File: src/rtl/wb_store_unit.sv
// Write-back stage: retires register-file writes and buffers stores in an in-order
// queue that drains to word-addressed memory over a req/ack write port.
module wb_store_unit #(
  parameter int SQ_DEPTH = 4,
  parameter int MEM_AW   = 10,
  parameter int DATA_W   = 32
) (
  input  logic                              clk,
  input  logic                              reset,
  input  logic                              in_valid,
  output logic                              in_ready,
  input  logic                              in_is_store,
  input  logic [4:0]                        in_rd,
  input  logic [DATA_W-1:0]                 in_data,
  input  logic [31:0]                       in_addr,
  input  logic [1:0]                        in_size,
  output logic                              rf_we,
  output logic [4:0]                        rf_waddr,
  output logic [DATA_W-1:0]                 rf_wdata,
  output logic                              mem_req,
  output logic [MEM_AW-1:0]                 mem_addr,
  output logic [DATA_W-1:0]                 mem_wdata,
  output logic [3:0]                        mem_be,
  input  logic                              mem_ack,
  output logic [$clog2(SQ_DEPTH+1)-1:0]     sq_count,
  output logic                              misalign_err,
  input  logic [31:0]                       probe_addr,
  output logic                              probe_hit
);

  localparam int PTR_W = $clog2(SQ_DEPTH);
  localparam int CNT_W = $clog2(SQ_DEPTH+1);

  typedef enum logic {S_IDLE, S_REQ} state_t;

  state_t              state_q, state_d;
  logic [CNT_W-1:0]    count_q, count_d;
  logic [PTR_W-1:0]    wr_ptr_q, rd_ptr_q;
  logic [MEM_AW-1:0]   sq_addr_q  [SQ_DEPTH];
  logic [DATA_W-1:0]   sq_wdata_q [SQ_DEPTH];
  logic [3:0]          sq_be_q    [SQ_DEPTH];

  logic                rf_we_q, misalign_q, mem_req_q;
  logic [4:0]          rf_waddr_q;
  logic [DATA_W-1:0]   rf_wdata_q, mem_wdata_q;
  logic [MEM_AW-1:0]   mem_addr_q;
  logic [3:0]          mem_be_q;

  logic                accept, enq, pop, load;
  logic                st_ok;
  logic [DATA_W-1:0]   st_wdata;
  logic [3:0]          st_be;
  logic [SQ_DEPTH-1:0] hit_vec;
  logic                unused_addr_bits;

  assign unused_addr_bits = ^{in_addr[31:MEM_AW+2], probe_addr[31:MEM_AW+2], probe_addr[1:0]};

  // Readiness looks only at the registered count so it never depends on mem_ack.
  assign in_ready = reset && (count_q < CNT_W'(SQ_DEPTH));
  assign accept   = in_valid && in_ready;

  always_comb begin
    st_ok    = 1'b0;
    st_wdata = in_data;
    st_be    = 4'b0000;
    case (in_size)
      2'b00: begin
        st_ok    = 1'b1;
        st_wdata = {4{in_data[7:0]}};
        st_be    = 4'b0001 << in_addr[1:0];
      end
      2'b01: begin
        st_ok    = ~in_addr[0];
        st_wdata = {2{in_data[15:0]}};
        st_be    = in_addr[1] ? 4'b1100 : 4'b0011;
      end
      2'b10: begin
        st_ok    = (in_addr[1:0] == 2'b00);
        st_be    = 4'b1111;
      end
      default: st_ok = 1'b0;
    endcase
  end

  assign enq = accept && in_is_store && st_ok;

  always_ff @(posedge clk) begin
    if (!reset) begin
      rf_we_q    <= 1'b0;
      rf_waddr_q <= '0;
      rf_wdata_q <= '0;
      misalign_q <= 1'b0;
    end else begin
      rf_we_q    <= accept && !in_is_store && (in_rd != 5'd0);
      misalign_q <= accept && in_is_store && !st_ok;
      if (accept && !in_is_store) begin
        rf_waddr_q <= in_rd;
        rf_wdata_q <= in_data;
      end
    end
  end

  // Queue storage carries no reset; occupancy is defined purely by count and pointers.
  always_ff @(posedge clk) begin
    if (enq) begin
      sq_addr_q[wr_ptr_q]  <= in_addr[MEM_AW+1:2];
      sq_wdata_q[wr_ptr_q] <= st_wdata;
      sq_be_q[wr_ptr_q]    <= st_be;
    end
  end

  assign count_d = count_q + CNT_W'(enq) - CNT_W'(pop);

  always_ff @(posedge clk) begin
    if (!reset) begin
      count_q  <= '0;
      wr_ptr_q <= '0;
      rd_ptr_q <= '0;
    end else begin
      count_q <= count_d;
      if (enq) wr_ptr_q <= wr_ptr_q + PTR_W'(1);
      if (pop) rd_ptr_q <= rd_ptr_q + PTR_W'(1);
    end
  end

  always_ff @(posedge clk) begin
    if (!reset) state_q <= S_IDLE;
    else        state_q <= state_d;
  end

  always_comb begin
    state_d = state_q;
    case (state_q)
      S_IDLE:  if (count_q != '0) state_d = S_REQ;
      S_REQ:   if (mem_ack)       state_d = S_IDLE;
      default: state_d = S_IDLE;
    endcase
  end

  always_comb begin
    load = (state_q == S_IDLE) && (count_q != '0);
    pop  = (state_q == S_REQ) && mem_ack;
  end

  always_ff @(posedge clk) begin
    if (!reset) begin
      mem_req_q   <= 1'b0;
      mem_addr_q  <= '0;
      mem_wdata_q <= '0;
      mem_be_q    <= '0;
    end else if (load) begin
      mem_req_q   <= 1'b1;
      mem_addr_q  <= sq_addr_q[rd_ptr_q];
      mem_wdata_q <= sq_wdata_q[rd_ptr_q];
      mem_be_q    <= sq_be_q[rd_ptr_q];
    end else if (pop) begin
      mem_req_q   <= 1'b0;
    end
  end

  // An entry is live when its distance from the head is below the occupancy.
  for (genvar gi = 0; gi < SQ_DEPTH; gi++) begin : g_probe
    logic [PTR_W-1:0] offset;
    assign offset      = PTR_W'(gi) - rd_ptr_q;
    assign hit_vec[gi] = (CNT_W'(offset) < count_q) &&
                         (sq_addr_q[gi] == probe_addr[MEM_AW+1:2]);
  end

  assign probe_hit    = |hit_vec;
  assign sq_count     = count_q;
  assign rf_we        = rf_we_q;
  assign rf_waddr     = rf_waddr_q;
  assign rf_wdata     = rf_wdata_q;
  assign misalign_err = misalign_q;
  assign mem_req      = mem_req_q;
  assign mem_addr     = mem_addr_q;
  assign mem_wdata    = mem_wdata_q;
  assign mem_be       = mem_be_q;

endmodule

File: config.mk
export PLATFORM = sky130hd
export DESIGN_NAME = wb_store_unit
export DESIGN_NICKNAME = d
export VERILOG_FILES = /design/src/rtl/wb_store_unit.sv
export SDC_FILE = /design/constraint.sdc
export NUM_CORES = 1
export LEC_CHECK = 0
export BUFFER_PORTS_ARGS = -buffer_cell sky130_fd_sc_hd__buf_2
export CAP_MARGIN = 30
export CELL_PAD_IN_SITES_DETAIL_PLACEMENT = 1
export CELL_PAD_IN_SITES_GLOBAL_PLACEMENT = 1
export CORE_MARGIN = 2
export CORE_UTILIZATION = 45
export CTS_BUF_LIST = sky130_fd_sc_hd__clkbuf_4 sky130_fd_sc_hd__clkbuf_8
export DETAILED_ROUTE_END_ITERATION = 10
export MAX_ROUTING_LAYER = met4
export PLACE_DENSITY_LB_ADDON = 0.08
export SYNTH_ARGS = -nofsm -noshare
export SYNTH_HDL_FRONTEND = slang
export SYNTH_SLANG_ARGS = --single-unit
File: constraint.sdc
create_clock -name clk -period 3.1 [get_ports clk]
set_input_delay 0.62 -clock clk [delete_from_list [all_inputs] [get_ports clk]]
set_output_delay 0.62 -clock clk [all_outputs]
set_load 0.05 [all_outputs]
## Yosys cells after proc, flatten, opt, wreduce, memory -nomap -nowiden

Memory sizes are Yosys's and may differ from the RTL's. A register that Yosys moved wholly into a read port is not among the register bits.
Index checks and enable logic that the tools add are counted.

| word-level totals | value |
|---|---|
| flip-flop bits (word level) | 48 |
| latch bits | 0 |
| memory bits (writable) | 184 |
| bits in read-only memories | 0 |
| bits of input ports | 108 |
| output and inout bits | 91 |
| logic and storage cells | 69 |
| memories kept | 3 |

| operators by class | value |
|---|---|
| add/subtract/negate cells | 8 |
| $mul | 0 |
| div/mod/pow operators | 0 |
| magnitude comparators | 5 |
| equal/unequal tests | 6 |
| shifts and indexed selects | 1 |
| multiplexer cells | 11 |
| bitwise logic cells | 2 |
| reduce and logical (&&, ||, !) cells | 24 |

Memories:

| name | depth | bits a word | rd ports | clocked after Yosys merged registers in | wr ports | RTL line | text |
|---|---|---|---|---|---|---|---|
| sq_wdata_q | 4 | 32 | 1 | 1 | 1 | 40 | `logic [DATA_W-1:0] sq_wdata_q [SQ_DEPTH];` |
| sq_addr_q | 4 | 10 | 5 | 1 | 1 | 39 | `logic [MEM_AW-1:0] sq_addr_q [SQ_DEPTH];` |
| sq_be_q | 4 | 4 | 1 | 1 | 1 | 41 | `logic [3:0] sq_be_q [SQ_DEPTH];` |

Operators with widths:

| cell | count |
|---|---|
| $pmux 32 s2 | 1 |
| $eq 10x10->1 | 4 |
| $logic_and 1x1->1 | 13 |
| $lt 2x3->1 | 4 |
| $pmux 4 s3 | 1 |
| $mux 1 | 6 |
| $logic_not 1->1 | 5 |
| $reduce_bool 5->1 | 1 |
| $add 2x1->2 const B | 2 |
| $logic_not 2->1 | 2 |
| $mux 4 | 1 |
| $reduce_or 4->1 | 1 |
| $shl 1x2->4 const A | 1 |
| $sub 1x2->2 const A | 2 |
| $sub 2x2->2 const A | 2 |
| $add 3x1->3 | 1 |
| $lt 3x3->1 const B | 1 |
| $pmux 1 s3 | 1 |
| $reduce_bool 3->1 | 1 |
| $sub 3x1->3 | 1 |
| $eq 2x1->1 const B | 1 |
| $eq 2x2->1 const B | 1 |
| $not 1->1 | 2 |
| $pmux 1 s2 | 1 |
| $reduce_bool 2->1 | 1 |

## Depth between registers and ports, before layout

Gate-level depths: netlist (run 1).

| depth | value |
|---|---|
| depth in word-level cells | 7 |
| gate-level depth with buffers | 11 |
| mapped depth without buffers | 10 |

## Worst setup path after synthesis (run 1)

No wires, ideal clock.

| timing | value |
|---|---|
| kind | in2reg |
| start | in reset |
| end | mem sq_addr_q[0][0] (enable) |
| library setup time | 0.408 ns |
| arrival | 2.496 ns |
| data required time | 2.692 ns |
| slack | 0.196 ns |
| stages | 4 |
| path buffers | 0 |
| path through | nor2b_4 > nand3_1 > nor2_4 > and2_1 |

| on the way | value |
|---|---|
| word-level cells in the longest chain between the ends | 6 |

Ends and longest elaborated chain:

| element | RTL line | text |
|---|---|---|
| from (decl) | 9 | `input logic reset,` |
| $logic_and 1x1->1 | 59 | `assign in_ready = reset && (count_q < CNT_W'(SQ_DEPTH));` |
| $logic_and 1x1->1 | 60 | `assign accept = in_valid && in_ready;` |
| $logic_and 1x1->1 (2 in series) | 85 | `assign enq = accept && in_is_store && st_ok;` |
| $mux 1 | 105 | `if (enq) begin` |
| $mux 1 (not written as such) | 106 | `sq_addr_q[wr_ptr_q] <= in_addr[MEM_AW+1:2];` |
| to (decl) | 39 |  |

Every way passes these cells.

## Final worst setup path (run 1)

| timing | value |
|---|---|
| start | reg count_q[1], in the netlist sq_count[1] |
| end | out probe_hit |

| on the way | value |
|---|---|
| word-level cells in the longest chain between the ends | 3 |
| elaborated cells on any way between the ends | 9 |
| those cells by class | 4 x order compare; 5 x reduce/logical |

Ends and longest elaborated chain:

| element | RTL line | text |
|---|---|---|
| from (decl) | 37 | `logic [CNT_W-1:0] count_q, count_d;` |
| from (signal assigned) | 120 | `count_q <= count_d;` |
| $lt 2x3->1 | 165 | `assign hit_vec[gi] = (CNT_W'(offset) < count_q) &&` |
| $logic_and 1x1->1 | 165 |  |
| $reduce_or 4->1 * | 169 | `assign probe_hit = \|hit_vec;` |
| to (decl) | 28 | `output logic probe_hit` |

Mark *: on every way between the ends. The rest lies on a longest branch, timed or not.

==> metrics, run 1 <==
Crit Path Max Fanout 5; hpwl dp 18000 um; slowest cell on the critical path dfxtp_4; CTS Root Cell clkbuf_8; RSZ-0062 raised after global routing no; share of layout cells above drive strength 1 35.4%; Arrival @ worst endpoint 2.32 ns; Synth Flop Type edfxtp_1; DR iter-0 viols 428; Pwr per Cell Area around 800 nW/um2; max frequency 340 MHz; final cell count without fillers 1340; first-pass GRT wire length 41700 um; post-synth top area share 48.7%; Syn-to-layout area delta 18.8%; Die Wd 163 um; final hold vios 0; critical path capture point type output pin; Via-to-Cell Ratio 5.21; DRC viols 0; synth top area cells edfxtp_1 (49%), dfxtp_1 (17%), mux4_2 (9.1%); period utilisation layout 94.9%; Sw Share 33.2%; largest net degree at the start of global routing roughly 90; grt met3 use 3.87%; vias in the first global route 7374; Max Clock Skew 0.0149 ns; core area ~25000 um2; RD Place Congestion 0.828; crit-path cells inv_1 -> ha_1 -> a21oi_1 -> o21ai_1 -> o41ai_2 -> or3_1 -> buf_4; Distinct cells, synth 40; Final ANT Viol Nets 0; CTS Hold Bufs 0; part of the power in registers 42.0%; GRT Residual Overflow 0; Internal Power 7.04 mW; die area around 27000 um2; total power around 11 mW; sequential fraction of the synthesis area between 60% and 70%; Clock Path Buffers 3; max-slew violation count 0; Mean Syn Cell Area between 10 and 15 um2; initial antenna violation count 1; outcome finished clean; Post-Syn Area 11400 um2; Worst Path Class, Setup reg -> out; synth warn 0; CTS clk-pin slew, worst paths 0.06 ns; sinks on the clock net 278; largest stage delay on the critical path approximately 0.38 ns; Least-Margin Pin Slew 0.870 ns; DP Cell Count 1252; Final Worst Setup Slack 0.157 ns; CP startpoint kind flop; leakage power about 5 nW; Tmin final slightly below 3 ns; # port buffers approximately 160; most used routing layer met2; sw power around 3.5 mW; chip height 163 um; met1 global-route usage around 27%; met2 usage a little over a third; # IOs around 200; Max Cap Viol 0; pre-CTS WS approximately 0.32 ns; biggest area consumer among synthesized cells edfxtp_1; Starting Density 45.5%; mean routed wirelength per cell slightly above 20 um; DR pass1 iterations 4; H-Tree Depth 2; synthesized flop and latch total approximately 280; fraction of registers with async set/reset 0%; setup TNS 0 ns; Rows a little under 60; Post-synth EDFFs 184; Finish-stage setup viols 0; Max-slew headroom between 40% and 50%; Worst VDD drop 0.381 mV; Via Count 6978; part of the power in the clock network roughly 33%; worst min-delay path class in -> reg; GRT Util Overall between 20% and 30%; later-pin clock latency in the skew report 0.55 ns; CP required approximately 2.5 ns; Syn Nets 911; CTS tree yes; Mapped Cells 793; Logic pwr share 25.1%; overall routed net length 27300 um; worst hold slack 0.283 ns; CTS Buf Count 47; fin nets 1089
worst max-delay path: cells and delay by family (launching register included):
family                   cells  cell delay, ns
flip-flops                   1            0.38
AO/OA/AOI/OAI                3            0.58
buffers and inverters        2            0.32
AND/OR/NAND/NOR              1            0.17
adder cells (fa/ha/maj)      1            0.32
registers in the layout, summed over array words and instances (netlist names):
signal,cells
sq_wdata_q,128
sq_addr_q,40
mem_wdata,32
rf_wdata,32
sq_be_q,16
mem_addr,10
rf_waddr,5
mem_be,4
sq_count,3
rd_ptr_q,2
wr_ptr_q,2
mem_req,1
misalign_err,1
rf_we,1
state_q,1
cell usage in the layout, fill, tap and decap left out, types with 13 or more instances in the layout:
| master | synthesis | routed |
|---|---|---|
| edfxtp_1 | 184 | 184 |
| nand2_1 | 167 | 167 |
| buf_2 | 15 | 155 |
| dfxtp_1 | 94 | 91 |
| a21boi_1 | 61 | 62 |
| clkbuf_8 | 0 | 53 |
| mux4_2 | 46 | 46 |
| xor2_1 | 28 | 28 |
| xnor2_1 | 19 | 19 |
| clkbuf_4 | 0 | 19 |
| buf_4 | 5 | 17 |
| mux2_2 | 16 | 16 |
| a21boi_0 | 14 | 13 |
kinds of logic (layout without fill, tap and decap cells):
group                      Yosys count  after routing  synth area share (%)
buffers and inverters               52            267                  2.65
DFF                                278            278                  65.2
and+or+nand+nor                    225            225                  8.67
adders and majority gates           10             10                  1.17
xor gates and xnor gates            47             47                  3.63
AOI/OAI and AO/OA                  109            109                  7.04
other                                0              2                     0
muxes                               72             72                  11.6
synthesized netlist by cell type, types with 2 or more instances:
master,n
mux2i_1,10
clkbuf_1,15
inv_1,8
nand2b_1,2
a21boi_1,61
xor2_1,28
buf_6,9
edfxtp_1,184
dfxtp_1,94
nor2_4,2
o21ai_0,11
nor3_1,2
nand3_1,2
buf_2,15
nor4_1,7
nand2_2,10
nor2_1,11
mux4_2,46
ha_1,9
nor2b_1,2
a21boi_0,14
nand4_1,4
buf_4,5
nor3_2,2
and2_1,9
xnor2_1,19
nand2_1,167
a21boi_2,9
mux2_2,16
a21oi_1,10
power by group through the flow:
stage	combinational, mW	clock (mW)	sequential [mW]
after floorplan	1.19	0	5.32
after global placement	2.61	0	4.48
after detailed placement	2.66	0	4.50
after CTS	2.68	3.56	4.43
after global routing	2.86	3.73	4.47
final	2.64	3.48	4.42
cell type report:
class / instances / area [um2]
Antenna cell: 2 / 5.00
Clock buffer: 72 / 872
Clock inverter: 14 / 146
Fill cell: 2551 / 11500
Inverter: 8 / 30.0
Multi-Input combinational cell: 463 / 3680
Sequential cell: 278 / 7420
Tap cell: 330 / 413
Timing Repair Buffer: 173 / 915
final timing paths:
check / from / to / slack [ns] / depth (start not counted)
worst max-delay path: sq_count[1]$_SDFF_PN0_ / probe_hit / 0.16 / 7
worst min-delay path: in_addr[10] / sq_addr_q[1][8]$_DFFE_PP_ / 0.28 / 1
worst max register to register: sq_count[2]$_SDFF_PN0_ / sq_count[2]$_SDFF_PN0_ / 0.61 / 10
worst min register to register: mem_wdata[3]$_SDFFE_PN0P_ / mem_wdata[3]$_SDFFE_PN0P_ / 0.45 / 2
layer usage:
| layer | part of all wire [%] | wire length [um] |
|---|---|---|
| met1 | 43 | 11800 |
| met2 | 50 | 13600 |
| met3 | 5.1 | 1400 |
| met4 | 1.8 | 503 |
| met5 | 0 | 0 |
metrics by stage:
stage	utilization [%]	cell area, um2
finish	54.0	13500
detailed placement	49.8	12400
CTS	53.8	13400
global placement	49.8	12400
floorplan	-	11400
global route	54.0	13500
repair_timing:
| item | CTS | global route |
|---|---|---|
| pin swaps | 0 | 1 |
| resized for setup | 3 | 7 |
| endpoints found under the setup margin | 1 | 1 |
| gates cloned | 0 | 0 |
| hold endpoints to repair | 0 | 0 |
| buffers inserted | 0 | 0 |
No activity file was read; power rests on OpenSTA's default activity.
==> inputs of run 2 (changes only) <==
--- a/config.mk
+++ b/config.mk
@@ -6,4 +6,6 @@
 export NUM_CORES = 1
 export LEC_CHECK = 0
+export ABC_AREA = 1
+export ABC_CLOCK_PERIOD_IN_PS = 3100
 export BUFFER_PORTS_ARGS = -buffer_cell sky130_fd_sc_hd__buf_2
 export CAP_MARGIN = 30
==> constraint.sdc (replaced) <==
create_clock -name clk -period 3.1 [get_ports clk]
set_input_delay 0.31 -clock clk [delete_from_list [all_inputs] [get_ports clk]]
set_output_delay 0.31 -clock clk [all_outputs]
set_load 0.05 [all_outputs]
==> metrics, run 2 <==
CTS Hold Bufs 14 (+14); Via-to-Cell Ratio 5.30 (+1.7%); hold wc startpoint in_data[17]; worst reg2reg path depth 6 (-4); Syn Nets 1097 (+20%); slowest cell on the critical path dfxtp_1; Tmin final 2.67 ns (-0.270 ns); Max-slew headroom 37.6% (-4.3 points); # IOs 199 (unchanged); largest net degree at the start of global routing 89 (-3.3%); die area 25600 um2 (-3.5%); pre-CTS WS 0.755 ns (+0.430 ns); Worst path top cell family by delay simple AND/OR/NAND/NOR gates; Least-Margin Pin Slew 0.936 ns (+0.0667 ns); share of layout cells above drive strength 1 22.5% (-13 points); max-slew violation count 0 (unchanged); outcome finished clean; Final Worst Setup Slack 0.428 ns (+0.270 ns); # port buffers 156 (unchanged); leakage power 5.42 nW (+9.7%); Distinct cells, synth 32 (-20%); Worst Hold End rf_wdata[17]$_SDFFE_PN0P_; worst hold slack 0.0266 ns (-0.256 ns); Max Clock Skew 0.0161 ns (+0.00116 ns); Worst Path Class, Setup reg -> out; DRC viols 0 (unchanged); Starting Density 45.4% (-0.078 points); RSZ-0062 raised after global routing no; fraction of registers with async set/reset 0% (unchanged); DR iter-0 viols 483 (+13%); Crit Path Max Fanout 6 (+1); CTS Buf Count 45 (-4.3%); most frequent cell after synthesis edfxtp_1; Syn-to-layout area delta 20.8%; commonest cells in the synthesized netlist edfxtp_1 (184), nand2_1 (172), nor2_1 (105); Final ANT Viol Nets 0 (unchanged); sinks on the clock net 278 (unchanged); first-pass GRT wire length 48000 um (+15%); CP startpoint kind flop; H-Tree Depth 2 (unchanged); post-synth top area share 50.5% (+1.8 points); GRT Residual Overflow 0 (unchanged); RD Place Congestion 0.770 (-7.0%); DR pass1 iterations 5 (+1); total number of cells along the worst setup path 12 (+5); total power 10.1 mW (-4.2%); CTS Root Cell clkbuf_8; chip height 160 um (-1.8%); synth top area cells edfxtp_1 (50%), dfxtp_1 (17%), a22oi_1 (6.3%); Post-synth EDFFs 184 (unchanged); Post-Syn Area 10900 um2 (-3.6%); Top Registers sq_wdata_q x128, sq_addr_q x40; most common cell after layout, fill and taps aside edfxtp_1; worst min-delay path class in -> reg; synthesized flop and latch total 278 (unchanged); fin nets 1284 (+18%); # resized after CTS 0 (-3); Most flops, register sq_wdata_q; Crit Reg-Reg Startpoint sq_count[2]$_SDFF_PN0_; r2r endpoint sq_wdata_q[0][16]$_DFFE_PP_; hold path cells 3 (+2); Finish-stage setup viols 0 (unchanged); Synth Flop Type edfxtp_1; CP dominant cell by count nand2_1; initial antenna violation count 1 (unchanged); Rows 57 (-1.7%); hpwl dp 19700 um (+9.0%); GRT Util Overall 25.0% (+3.5 points); Die Wd 160 um (-1.8%); final design utilization 54.8% (+0.82 points); max frequency 374 MHz (+10%); Via Count 8088 (+16%); Pwr per Cell Area 764 nW/um2 (-2.3%); flop2flop setup slack 0.90 ns (+0.29 ns); CTS tree yes; overall routed net length 30800 um (+13%); CTS clk-pin slew, worst paths 0.06 ns (about the same); Worst VDD drop 0.368 mV (-3.4%); Clock Path Buffers 3 (unchanged); sequential fraction of the synthesis area 67.7% (+2.4 points); post-CTS setup buffer count 0 (unchanged); synth warn 0 (unchanged); Mapped Cells 979 (+23%); period utilisation layout 86.2% (-8.7 points); critical path capture point type output pin; most frequent cells in the layout edfxtp_1 (184), nand2_1 (172), buf_2 (156); final hold vios 0 (unchanged); vias in the first global route 8473 (+15%); Mean Syn Cell Area 11.2 um2 (-22%); core area 24100 um2 (-3.4%); biggest area consumer among synthesized cells edfxtp_1; mean routed wirelength per cell 20.2 um (-1.0%); max FFs per register 128 (unchanged); Arrival @ worst endpoint 2.36 ns (+0.04 ns); critical path buffer and inverter count 2 (unchanged); Max Cap Viol 0 (unchanged); later-pin clock latency in the skew report 0.55 ns (about the same); largest stage delay on the critical path 0.50 ns (+0.12 ns); crit-path cells nor2_4 -> nor2_1 -> inv_1 -> ha_1 -> nand2_1 -> nand2_1 -> nand2_1 -> nand3_1 -> nor2_1 -> nor2_1 -> nand2_1 -> buf_2; CP required 2.79 ns (+0.31 ns); setup TNS 0 ns (unchanged)
run 2: worst max-delay path by stage:
stage	to	start
after global placement	sq_wdata_q[0][21]$_DFFE_PP_	in_size[0]
after global routing	probe_hit	rd_ptr_q[1]$_SDFFE_PN0P_
after CTS	probe_hit	rd_ptr_q[0]$_SDFFE_PN0P_
after detailed placement	sq_wdata_q[2][22]$_DFFE_PP_	in_size[1]
final	probe_hit	rd_ptr_q[1]$_SDFFE_PN0P_
after floorplan	sq_addr_q[0][0]$_DFFE_PP_	sq_count[2]$_SDFF_PN0_
run 2: cell type report:
cell class | instances | area (um2)
fill | 2686 | 10900
timing repair buffer | 187 | 1150
clock inverter | 15 | 103
sequential | 278 | 7410
multi-input combinational | 573 | 3020
inverter | 81 | 304
clock buffer | 68 | 823
antenna | 1 | 2.50
tap | 324 | 405
run 2: cells by family after synthesis:
group	count (synthesis)	synth area share, %
flip-flops	278	67.7
adder cells (fa/ha/maj)	10	1.21
AO/OA/AOI/OAI	261	14.8
AND/OR/NAND/NOR	296	10.7
XOR/XNOR	6	0.480
buffers and inverters	128	5.11
run 2: worst register-to-register path, delay by kind of cell, from the launching register on:
family	cells	cell delay (ns)
buffers and inverters	2	0.49
DFF	1	0.39
and+or+nand+nor	4	1.02
run 2: report_power, final:
part | internal (mW) | switching [mW] | total (mW)
Clock | 1.79 | 1.42 | 3.21
Combinational | 0.599 | 1.87 | 2.47
Sequential | 4.25 | 0.173 | 4.42
Total | 6.64 | 3.46 | 10.1
run 2: metrics by stage:
stage / std cells / instance area, um2
after floorplan: 979 / 10900
after global placement: 1429 / 12100
after detailed placement: 1429 / 12100
after CTS: 1526 / 13200
after global routing: 1527 / 13200
final: 1527 / 13200
run 2: routing by layer:
metal / routed length (um) / GRT usage, % / vias up
met3: 1860 / 5.35 / 46
li1: - / - / 3843
met2: 14800 / 40.3 / 244
met4: 684 / 7.21 / 0
met1: 13400 / 32.1 / 3955
met5: 0 / - / -
